[src/rtl/ddr3_init_seq.sv]
// DDR3 power-up sequencer: RESET#, CKE, MRS x4 and ZQCL with programmable delays,
// then hands the pins to the controller by raising initDone.
module ddr3_init_seq #(
  parameter int          T_RESET  = 20000,
  parameter int          T_CKE    = 50000,
  parameter int          T_XPR    = 40,
  parameter int          T_MRD    = 4,
  parameter int          T_MOD    = 12,
  parameter int          T_ZQINIT = 512,
  parameter logic [13:0] MR0      = 14'h0000,
  parameter logic [13:0] MR1      = 14'h0000,
  parameter logic [13:0] MR2      = 14'h0000,
  parameter logic [13:0] MR3      = 14'h0000
) (
  input  logic        clock,
  input  logic        reset,
  input  logic        pllLocked,
  output logic        ddrResetN,
  output logic        ddrCke,
  output logic        ddrOdt,
  output logic        ddrCs,
  output logic        ddrRas,
  output logic        ddrCas,
  output logic        ddrWe,
  output logic [13:0] ddrAddr,
  output logic [2:0]  ddrBa,
  output logic        initDone,
  output logic [3:0]  initState
);

  typedef enum logic [3:0] {
    IDLE = 4'd0, RST = 4'd1, CKE = 4'd2, XPR = 4'd3, MR2S = 4'd4,
    MR3S = 4'd5, MR1S = 4'd6, MR0S = 4'd7, ZQ = 4'd8, DONE = 4'd9
  } stateT;

  stateT       state, nextState;
  logic [16:0] count, nextCount;
  logic        entering;
  logic        nResetN, nCke;
  logic [3:0]  nCmd;
  logic [13:0] nAddr;
  logic [2:0]  nBa;

  // Counter is loaded with duration-1 so a state lasting N cycles exits when it reaches 0.
  function automatic logic [16:0] loadVal(input stateT s);
    case (s)
      RST:              loadVal = 17'(T_RESET - 1);
      CKE:              loadVal = 17'(T_CKE - 1);
      XPR:              loadVal = 17'(T_XPR - 1);
      MR2S, MR3S, MR1S: loadVal = 17'(T_MRD - 1);
      MR0S:             loadVal = 17'(T_MOD - 1);
      ZQ:               loadVal = 17'(T_ZQINIT - 1);
      default:          loadVal = 17'd0;
    endcase
  endfunction

  always_comb begin
    nextState = state;
    if (state == IDLE) begin
      if (pllLocked) nextState = RST;
    end else if (!pllLocked) begin
      nextState = IDLE;
    end else if (state != DONE && count == 17'd0) begin
      nextState = stateT'(state + 4'd1);
    end

    entering = (nextState != state);
    if (entering)              nextCount = loadVal(nextState);
    else if (count != 17'd0)   nextCount = count - 17'd1;
    else                       nextCount = count;

    // Pins are computed from the next state so they register alongside it.
    nResetN = (nextState != IDLE) && (nextState != RST);
    nCke    = (nextState >= XPR);
    nCmd    = 4'b0111;
    nAddr   = 14'd0;
    nBa     = 3'd0;
    if (!nResetN) begin
      nCmd = 4'b1111;
    end else if (entering) begin
      case (nextState)
        MR2S: begin nCmd = 4'b0000; nBa = 3'd2; nAddr = MR2; end
        MR3S: begin nCmd = 4'b0000; nBa = 3'd3; nAddr = MR3; end
        MR1S: begin nCmd = 4'b0000; nBa = 3'd1; nAddr = MR1; end
        MR0S: begin nCmd = 4'b0000; nBa = 3'd0; nAddr = MR0; end
        ZQ:   begin nCmd = 4'b0110; nAddr = 14'h0400; end
        default: ;
      endcase
    end
  end

  always_ff @(posedge clock) begin
    if (reset) begin
      state     <= IDLE;
      count     <= 17'd0;
      ddrResetN <= 1'b0;
      ddrCke    <= 1'b0;
      ddrOdt    <= 1'b0;
      {ddrCs, ddrRas, ddrCas, ddrWe} <= 4'b1111;
      ddrAddr   <= 14'd0;
      ddrBa     <= 3'd0;
      initDone  <= 1'b0;
      initState <= 4'd0;
    end else begin
      state     <= nextState;
      count     <= nextCount;
      ddrResetN <= nResetN;
      ddrCke    <= nCke;
      ddrOdt    <= 1'b0;
      {ddrCs, ddrRas, ddrCas, ddrWe} <= nCmd;
      ddrAddr   <= nAddr;
      ddrBa     <= nBa;
      initDone  <= (nextState == DONE);
      initState <= nextState;
    end
  end

endmodule

[config.mk]
export PLATFORM = sky130hd
export DESIGN_NAME = ddr3_init_seq
export DESIGN_NICKNAME = d
export VERILOG_FILES = /design/src/rtl/ddr3_init_seq.sv
export SDC_FILE = /design/constraint.sdc
export NUM_CORES = 1
export LEC_CHECK = 0
export ABC_AREA = 0
export CORE_AREA = 4 4 71 73
export DETAILED_ROUTE_END_ITERATION = 7
export DIE_AREA = 0 0 75 77
export PLACE_DENSITY = 0.66
export SLEW_MARGIN = 25
export SYNTH_ARGS = -nofsm -noshare
export SYNTH_HDL_FRONTEND = slang
export SYNTH_SLANG_ARGS = --single-unit
[constraint.sdc]
create_clock -name clock -period 6.6 [get_ports clock]
set_input_delay 1.32 -clock clock [delete_from_list [all_inputs] [get_ports clock]]
set_output_delay 1.32 -clock clock [all_outputs]
set_load 0.01 [all_outputs]
==> impl_results.md, run 1 <==
- Result of the run: complete, no violations
- Total power divided by cell area: around 400 mW/mm²
- Detailed-routing wirelength on met1: 1970 µm
- Layout Nets: about 240
- Vertical die dimension: between 70 and 80 µm
- Total Routed Length: between 4000 and 5000 µm
- Final Max Slew Viols: 0
- Hold-fix buffers, CTS: 0
- Sum of negative setup slack: 0 ns
- Met3 wire length: 238 µm
- Static leakage: approximately 0.79 nW
- Ratio of cells with drive above 1 in the final layout: slightly below 9%
- Nature of the critical path endpoint: flip-flop
- Total number of H-tree levels: 2
- # diodes: 0
- Predominant post-synthesis flop cell: dfxtp_1
- Number of DRC violations after detailed routing: 0
- Total congestion overflow: 0
- Logic pwr share: approximately 49%
- Mean instance size in the synthesized netlist: around 8.4 µm²
- Vias per Instance: about 5.3
- Total of endpoints with negative setup slack in the final report: 0
- Data arrival, critical path: 3.68 ns
- Number of placed I/O pins: 32
- Max frequency: 286 MHz
- Seq/Total Area, Yosys: around a third
- Max-Cap Viols: 0
- Unique cell type count in the Yosys netlist: 53
- DRT Pass-1 Iters: 4
- Core region area: ~0.0044 mm²
- CP Class: input pin to flip-flop
- Die Wd: roughly 75 µm
- GRT Total Usage: around 16%
- Switching Fraction: between 40 and 50%
- Commonest non-fill, non-tap cell in the layout: dfxtp_1
- Endpoints failing hold: 0
- Longest Clk Path Bufs: 2
- Data required time of the worst path: between 6 and 7 ns
- Detailed-route wire length per cell: 15.2 µm
- Number of clock sinks: 30
- Startpoint type of the worst setup path: input pin
- Post-DP HPWL: 3150 µm
- Effective utilization at floorplan: about 43%
- Violation count after the first detailed-route iteration: roughly 110
- Number of antenna violations at the first check in global routing: 0
- Clock period minus worst slack: about 3.5 ns
- Setup fix buffers added after clock tree synthesis: 0
- Rel. slew slack: between 50% and 60%
- Count of input and output buffers: 16
- Gates resized, CTS repair: 0
- Part of the power in registers: between 30% and 40%
- Yosys warns: 0
- CTS Root Cell: clkbuf_8
- Row count: 24
- EDFF count, synth: 0
- Pin count of the biggest net entering global routing: 17
- Non-filler instance count after layout: about 290
- Part of the power in the clock network: 18.6%
- Async set or reset register ratio after synthesis: 0%
- Top library cells by usage in the layout, fill and taps aside: dfxtp_1 (30), nor2_1 (22), nand2_1 (16), clkdlybuf4s50_1 (16), conb_1 (15)
- Gate count of the mapped netlist: 220
- Detail Route Antenna Nets: 0
- Total placed cells including tap cells: approximately 280
- Clk_lat worst skew: 0.30 ns
- TritonCTS buffer count: 5
- Clock skew after layout: 0.0100 ns
- FF+latch count, synth: 30
- P_sw: between 0.0003 and 0.0004 W
- Internal: roughly 0.00048 W
- RSZ-0062 raised after global routing: false
- CTS tree: yes
- Post-synthesis to final-layout area growth: 11.0%
- Placer Congestion: about 0.83
- Top fanout value on the critical path: 16
- Post-route fraction of the period consumed by the critical path: 52.9%
- Met2 wire length: 2060 µm
- Type of the tightest min-delay check: flip-flop to flip-flop
- Clock-pin slew on the worst setup and hold paths: 0.06 ns
- Netlist Area Pre-Place: approximately 0.0019 mm²
- Peak VDD IR: 0.000173 V
- DIE AREA: between 0.005 and 0.006 mm²
- Total number of vias: roughly 1500
- Top Layer Used: met4
- Number of global-route vias before repair: 1491
- First-pass GRT wire length: about 7300 µm
- Slew at the pin with the worst max-slew slack: around 0.72 ns
## sequential cells by signal, summed over array words and instances (netlist names)
| name | cells |
|---|---|
| ddrResetN | 1 |
| state | 4 |
| ddrRas | 1 |
| ddrCke | 1 |
| count | 17 |
| initDone | 1 |
| ddrWe | 1 |
| ddrBa | 2 |
| ddrAddr | 1 |
| ddrCs | 1 |
## path summary, 6_finish.rpt
kind | cells after the start | slack, ns | endpoint | startpoint
worst min register to register | 2 | 0.56 | count[16] | count[16]
worst min-delay path | 2 | 0.56 | count[16] | count[16]
worst max register to register | 8 | 3.83 | count[11] | state[1]
worst max-delay path | 7 | 3.11 | count[11] | pllLocked
## cell type report
type	instances	area [µm²]
Sequential cell	30	601
Multi-Input combinational cell	176	1130
Timing Repair Buffer	16	160
Clock buffer	7	86.3
Inverter	5	18.8
Clock inverter	1	5.00
Fill cell	429	2290
Tap cell	52	65.1
## kinds of logic (layout without fill, tap and decap cells)
kind of cell | after synthesis | count (layout) | synth area share, %
simple gates | 89 | 89 | 27.5
compound gates | 50 | 50 | 18.5
flops | 30 | 30 | 32.3
buf+inv | 28 | 29 | 9.90
xor+xnor | 15 | 15 | 7.07
fa+ha+maj | 5 | 5 | 3.37
mux | 2 | 2 | 1.08
other cells | 1 | 15 | 0.202
## through the flow
step	util, %	setup WS, ns	power, W	instance area, µm²	hold WS (ns)
2_1_floorplan	-	3.89	0.000608	1910	0.540
3_3_place_gp	45.3	2.95	0.000680	1970	0.560
3_5_place_dp	45.3	2.85	0.000681	1970	0.553
4_1_cts	47.4	3.14	0.000841	2060	0.565
5_1_grt	47.4	2.91	0.000904	2060	0.625
6_report	47.4	3.11	0.000839	2060	0.561
## cell usage after synthesis (2+ instances only)
master	n	area share (%)
dfxtp_1	30	32
nor2_1	22	4.4
buf_4	17	6.9
nand2_1	16	3.2
nor3_1	11	3.0
a21oi_1	10	2.7
nand3_1	8	2.2
o21ai_0	8	2.2
xnor2_1	8	3.8
xor2_1	7	3.3
ha_1	5	3.4
inv_1	5	1.0
o21a_1	5	2.0
and2_1	4	1.3
clkbuf_1	4	0.81
o31a_1	4	1.9
a31oi_1	3	1.0
nand4_1	3	1.0
nor4_1	3	1.0
o21ai_1	3	0.81
a21boi_0	2	0.81
a32oi_1	2	0.94
buf_6	2	1.2
mux2i_1	2	1.1
nand3b_1	2	0.81
nor2_2	2	0.67
nor3_2	2	1.1
nor4_4	2	2.3
nor4b_2	2	1.6
o22ai_1	2	0.67
or3_1	2	0.67
## power by group through the flow
stage                     registers [W]  clock network, W  logic, W
after floorplan                0.000270                 0  0.000338
after global placement         0.000279                 0  0.000401
after detailed placement       0.000280                 0  0.000401
after CTS                      0.000276          0.000160  0.000405
after global routing           0.000282          0.000166  0.000457
final                          0.000276          0.000156  0.000407
## worst max-delay path, stage by stage
cell and delay (ns):
clkdlybuf4s50_1 0.67, nor3_1 0.31, a22oi_1 0.15, a31oi_2 0.62, nor2_1 0.18, and3_1 0.24
o21a_1 0.19
## per-layer routing
metal / vias up / GRT usage [%]
li1: 783 / -
met1: 704 / 21.2
met2: 38 / 25.3
met3: 10 / 4.31
met4: 0 / 7.30
met5: - / 0
(Power assumes the default switching activity.)
==> run 2: changes to the inputs <==
==> constraint.sdc (replaced) <==
create_clock -name clock -period 3.45 [get_ports clock]
set_input_delay 0.69 -clock clock [delete_from_list [all_inputs] [get_ports clock]]
set_output_delay 0.69 -clock clock [all_outputs]
set_load 0.01 [all_outputs]
==> run 2 against run 1 <==
Against the previous run: sequential power grew 91%; sequential cell count is the same; sequential share of layout area shrank 0.47 points; register-to-register slack lost 3.1 ns; final cell count grew 0.70%.
==> impl_results.md, run 2 (synthesized netlist as in run 1, its figures left out) <==
- Clock skew after layout: 0.00590 ns (-0.00411 ns)
- GRT Total Usage: 16.6% (+0.17 points)
- Design Power: 0.00165 W (+97%)
- DP Worst Slack: 0.734 ns (-2.12 ns)
- Detail Route Antenna Nets: 0 (unchanged)
- RSZ-0062 raised after global routing: false
- Top fanout value on the critical path: 8 (-8)
- Number of filler instances in the final layout: 395 (-7.9%)
- Total congestion overflow: 0 (unchanged)
- Setup fix buffers added after clock tree synthesis: 0 (unchanged)
- Vias per Instance: 5.42 (+1.3%)
- Gates resized, CTS repair: 0 (unchanged)
- Cells on worst reg2reg path: 9 (+1)
- Top library cells by usage in the layout, fill and taps aside: dfxtp_1 (30), nor2_1 (22), nand2_1 (16), clkdlybuf4s50_1 (16), conb_1 (15)
- Number of global-route vias before repair: 1499 (+0.54%)
- Clk_lat worst skew: 0.28 ns (-0.02 ns)
- Slew at the pin with the worst max-slew slack: 0.649 ns (-0.0701 ns)
- Crit path to: count[11]
- Placer Congestion: 0.856 (+3.6%)
- Crit. Startpoint: count[0]
- Commonest non-fill, non-tap cell in the layout: dfxtp_1
- Die Wd: 75 µm (unchanged)
- Violation count after the first detailed-route iteration: 96 (-11%)
- First-pass GRT wire length: 7430 µm (+2.0%)
- Clock-pin slew on the worst setup and hold paths: 0.07 ns (about the same)
- Result of the run: complete, no violations
- Post-route fraction of the period consumed by the critical path: about four fifths
- Data required time of the worst path: 3.63 ns (-3.16 ns)
- Nature of the critical path endpoint: flip-flop
- Pin count of the biggest net entering global routing: 17 (unchanged)
- Max frequency: approximately 370 MHz
- Sum of negative setup slack: 0 ns (unchanged)
- Effective utilization at floorplan: 42.7% (unchanged)
- Post-route worst setup slack: 0.743 ns (-2.36 ns)
- Register-to-register path setup slack: 0.74 ns (-3.09 ns)
- Layout Nets: 244 (+0.83%)
- Rel. slew slack: 56.6% (+4.7 points)
- Crit Reg-Reg Startpoint: count[0]
- Total Routed Length: 4240 µm (-3.0%)
- Type of the tightest min-delay check: flip-flop to flip-flop
- Flip-flop count of the largest register after layout: 17 (unchanged)
- Peak VDD IR: 0.000291 V (+68%)
- Number of DRC violations after detailed routing: 0 (unchanged)
- Count of input and output buffers: 16 (unchanged)
- # diodes: 0 (unchanged)
- Final Max Slew Viols: 0 (unchanged)
- Total of endpoints with negative setup slack in the final report: 0 (unchanged)
- DRT Pass-1 Iters: 4 (unchanged)
- Row count: 24 (unchanged)
- Post-DP HPWL: 3080 µm (-2.3%)
- TritonCTS buffer count: 5 (unchanged)
- Max-Cap Viols: 0 (unchanged)
- Final cell utilization of the core: 48.1% (+0.78 points)
- Core region area: 0.00435 mm² (unchanged)
- DIE AREA: 0.00578 mm² (unchanged)
- Source of the worst hold timing path: count[16]
- Total number of H-tree levels: 2 (unchanged)
- Clock period minus worst slack: 2.71 ns
- Number of placed I/O pins: 32 (unchanged)
- Area taken by flip-flops and latches: 601 µm² (unchanged)
- Reg with most FFs: count
- Endpoint of the most critical register-to-register path: count[11]
- Endpoints failing hold: 0 (unchanged)
- Total number of vias: 1566 (+2.0%)
- Number of antenna violations at the first check in global routing: 0 (unchanged)
- Data arrival, critical path: 2.89 ns (-0.79 ns)
- Startpoint type of the worst setup path: flip-flop
- Number of clock sinks: 30 (unchanged)
- CP Class: flip-flop to flip-flop
- Static leakage: 0.811 nW (+2.4%)
- Detailed-route wire length per cell: 14.7 µm (-3.6%)
- Total area of multi-input combinational cells: 0.00113 mm² (unchanged)
- Total power divided by cell area: 786 mW/mm² (+93%)
- CTS tree: yes
- Leading registers by flop count: count (17), state (4), ddrBa (2)
- Hold-fix buffers, CTS: 0 (unchanged)
- Longest Clk Path Bufs: 2 (unchanged)
- Ratio of cells with drive above 1 in the final layout: 10.1% (+1.2 points)
- Post-synthesis to final-layout area growth: 12.8%
- CTS Root Cell: clkbuf_8
- Vertical die dimension: 77 µm (unchanged)
==> run 2: metrics by stage <==
step           cell area, µm²  cells  hold WS (ns)
3_3_place_gp             1990    281         0.569
6_report                 2100    289         0.579
3_5_place_dp             1990    281         0.575
2_1_floorplan            1910    234         0.540
5_1_grt                  2100    289         0.609
4_1_cts                  2100    289         0.590
==> run 2: worst min path at each step <==
stage / end / depth (start not counted)
detailed placement: count[16] / 2
CTS: count[16] / 2
finish: count[16] / 2
floorplan: count[16] / 2
global placement: count[16] / 2
global route: count[13] / 2
==> run 2: final cells by class <==
type                    instances  area share (%)
clock buffers                   8            5.25
flip-flops and latches         30            28.7
inverters                       5           0.896
repair buffers                 18            8.36
well taps                      52            3.10
multi-input cells             176            53.7
==> run 2: critical path: stages, from the launching register on <==
cell,delay (ns)
dfxtp_1,0.32
inv_1,0.14
ha_1,0.17
nor4b_2,0.27
nand4_1,0.43
nor3_2,0.45
o21a_1,0.37
nor2_2,0.07
and3_1,0.20
o21a_1,0.18
==> run 2: routing by layer <==
layer  part of all wire, %  track usage [%]
met3                   5.2             4.58
met2                    48             24.7
met4                   2.0             6.76
met1                    45             22.4
met5                     0                0
==> run 2: power breakdown <==
part / leakage (nW) / switching [W] / internal, W
Combinational: 0.509 / 0.000450 / 0.000337
Sequential: 0.245 / 0.000100 / 0.000425
Clock: 0.0575 / 0.000134 / 0.000201
Total: 0.811 / 0.000684 / 0.000964
==> RTL edit, RTL diff (settings of run 2) <==
The parameter `T_CKE` goes from 50000 to 37500.
--- a/src/rtl/ddr3_init_seq.sv
+++ b/src/rtl/ddr3_init_seq.sv
@@ -3,5 +3,5 @@
 module ddr3_init_seq #(
   parameter int          T_RESET  = 20000,
-  parameter int          T_CKE    = 50000,
+  parameter int          T_CKE    = 37500,
   parameter int          T_XPR    = 40,
   parameter int          T_MRD    = 4,
Check against the original RTL: same outputs for any inputs over 10 cycles, from zero or initial values and one cycle with reset high; that may be too few to reach the edited logic, so the function may still have changed.
==> RTL edit against run 2 <==
Synthesized area rose by 3.2%. Worst setup slack got worse by 480 ps. Cell area rose by 2.4%. Sequential cell count did not move. Via count fell by 1.7%. Routed wire length fell by 3.2%. Largest power group unchanged. Combinational power rose by 11%. Total power rose by 1.9%.
==> RTL edit: results (changes against run 2) <==
Placement
  – Final estimated routing congestion in global placement: 0.845 (-1.2%)
  – Post-DP HPWL: 3030 um (-1.6%)

Setup path
  – Maximum cell stage delay along the critical path: 610 ps (+160 ps)
  – Crit path max-delay cell type: sky130_fd_sc_hd__or4_4
  – Crit-path max FO: 12 (+4)

Outcome
  – Result of the run: completed

Global route
  – Maximum number of pins on one net before global-route repair: 27 (+10)
  – Tot GR Track Use: 14.8% (-1.8 points)
  – Wire length of the first global-routing pass: 6620 um (-11%)
  – Met3 usage: 3.53% (-1.0 points)

Power and ir drop
  – Static leakage power: 0.881 nW (+8.6%)
  – Worst voltage drop across the vdd grid: 244 uV (-16%)

STA
  – Fin Clk Skew: 10.3 ps (+4.41 ps)
  – Tightest Pin Transition: 589 ps (-60.4 ps)

Route
  – DR vias/cell: 5.29 (-2.4%)
  – Wire length on met1: 1880 um (-1.6%)
  – Aggregate routed wire length: 4110 um (-3.2%)
  – Met2 WL post-DR: 1910 um (-5.9%)
  – Metal3 WL: 268 um (+21%)
  – Iteration-0 DRC count of the detailed router: 79 (-18%)

Layout
  – Fill cell instance count of the final layout: 423 (+7.1%)
  – Number of nets in the layout: 250 (+2.5%)
  – Proportion of layout cells with a drive suffix above 1: 12.6% (+2.4 points)

Synth
  – Cell types with the highest counts after synthesis: 30 x sky130_fd_sc_hd__dfxtp_1, 20 x sky130_fd_sc_hd__nor2_1, 16 x sky130_fd_sc_hd__buf_4
  – Sequential fraction of the synthesis area: 31.3% (-1.0 points)
  – Post-synth cell types: 56 (+5.7%)

Hold path
  – Worst hold path startpoint: count[11]
RTL edit: changes by cell type after synthesis, moves of 5 or more:
cell | run 2 | this run
sky130_fd_sc_hd__nor2b_1 | 0 | 6
sky130_fd_sc_hd__inv_1 | 5 | 10
sky130_fd_sc_hd__nand2_1 | 16 | 11
sky130_fd_sc_hd__nand2b_1 | 1 | 6
sky130_fd_sc_hd__o21ai_0 | 8 | 3
sky130_fd_sc_hd__or4_1 | 0 | 5
RTL edit: kinds of logic (layout without fill, tap and decap cells):
family | after synthesis | in the layout | synth area share, %
AND/OR/NAND/NOR | 94 | 94 | 28.0
AO/OA/AOI/OAI | 37 | 37 | 16.0
buffers and inverters | 36 | 37 | 10.7
flip-flops | 30 | 30 | 31.3
XOR/XNOR | 16 | 16 | 7.31
adder cells (fa/ha/maj) | 9 | 9 | 5.87
other | 1 | 15 | 0.196
multiplexers | 1 | 1 | 0.587
RTL edit: area by class of cell:
class	instances	area, sq um	share of cell area, %
clock inverter	1	5.00	0.233
multi-input combinational	172	1170	54.5
sequential	30	601	28.0
timing repair buffer	19	183	8.51
inverter	10	37.5	1.75
tap	52	65.1	3.03
clock buffer	7	86.3	4.02
RTL edit: path summary, 6_finish.rpt:
kind	cells past startpoint	endpoint	slack, ps
min	3	count[11]	580
max reg2reg	11	count[5]	260
max	11	count[5]	260
min reg2reg	3	count[11]	580
RTL edit: report_power, final:
group | switching, mW | internal, mW
Combinational | 0.483 | 0.389
Sequential | 0.0827 | 0.435
Clock | 0.130 | 0.161
Total | 0.695 | 0.984
RTL edit: through the flow:
step,instance area [sq um],hold WS (ps),instances
after global placement,2050,555,283
after floorplan,1970,528,238
after detailed placement,2050,562,283
final,2150,578,291
after global routing,2150,601,291
after CTS,2140,574,291
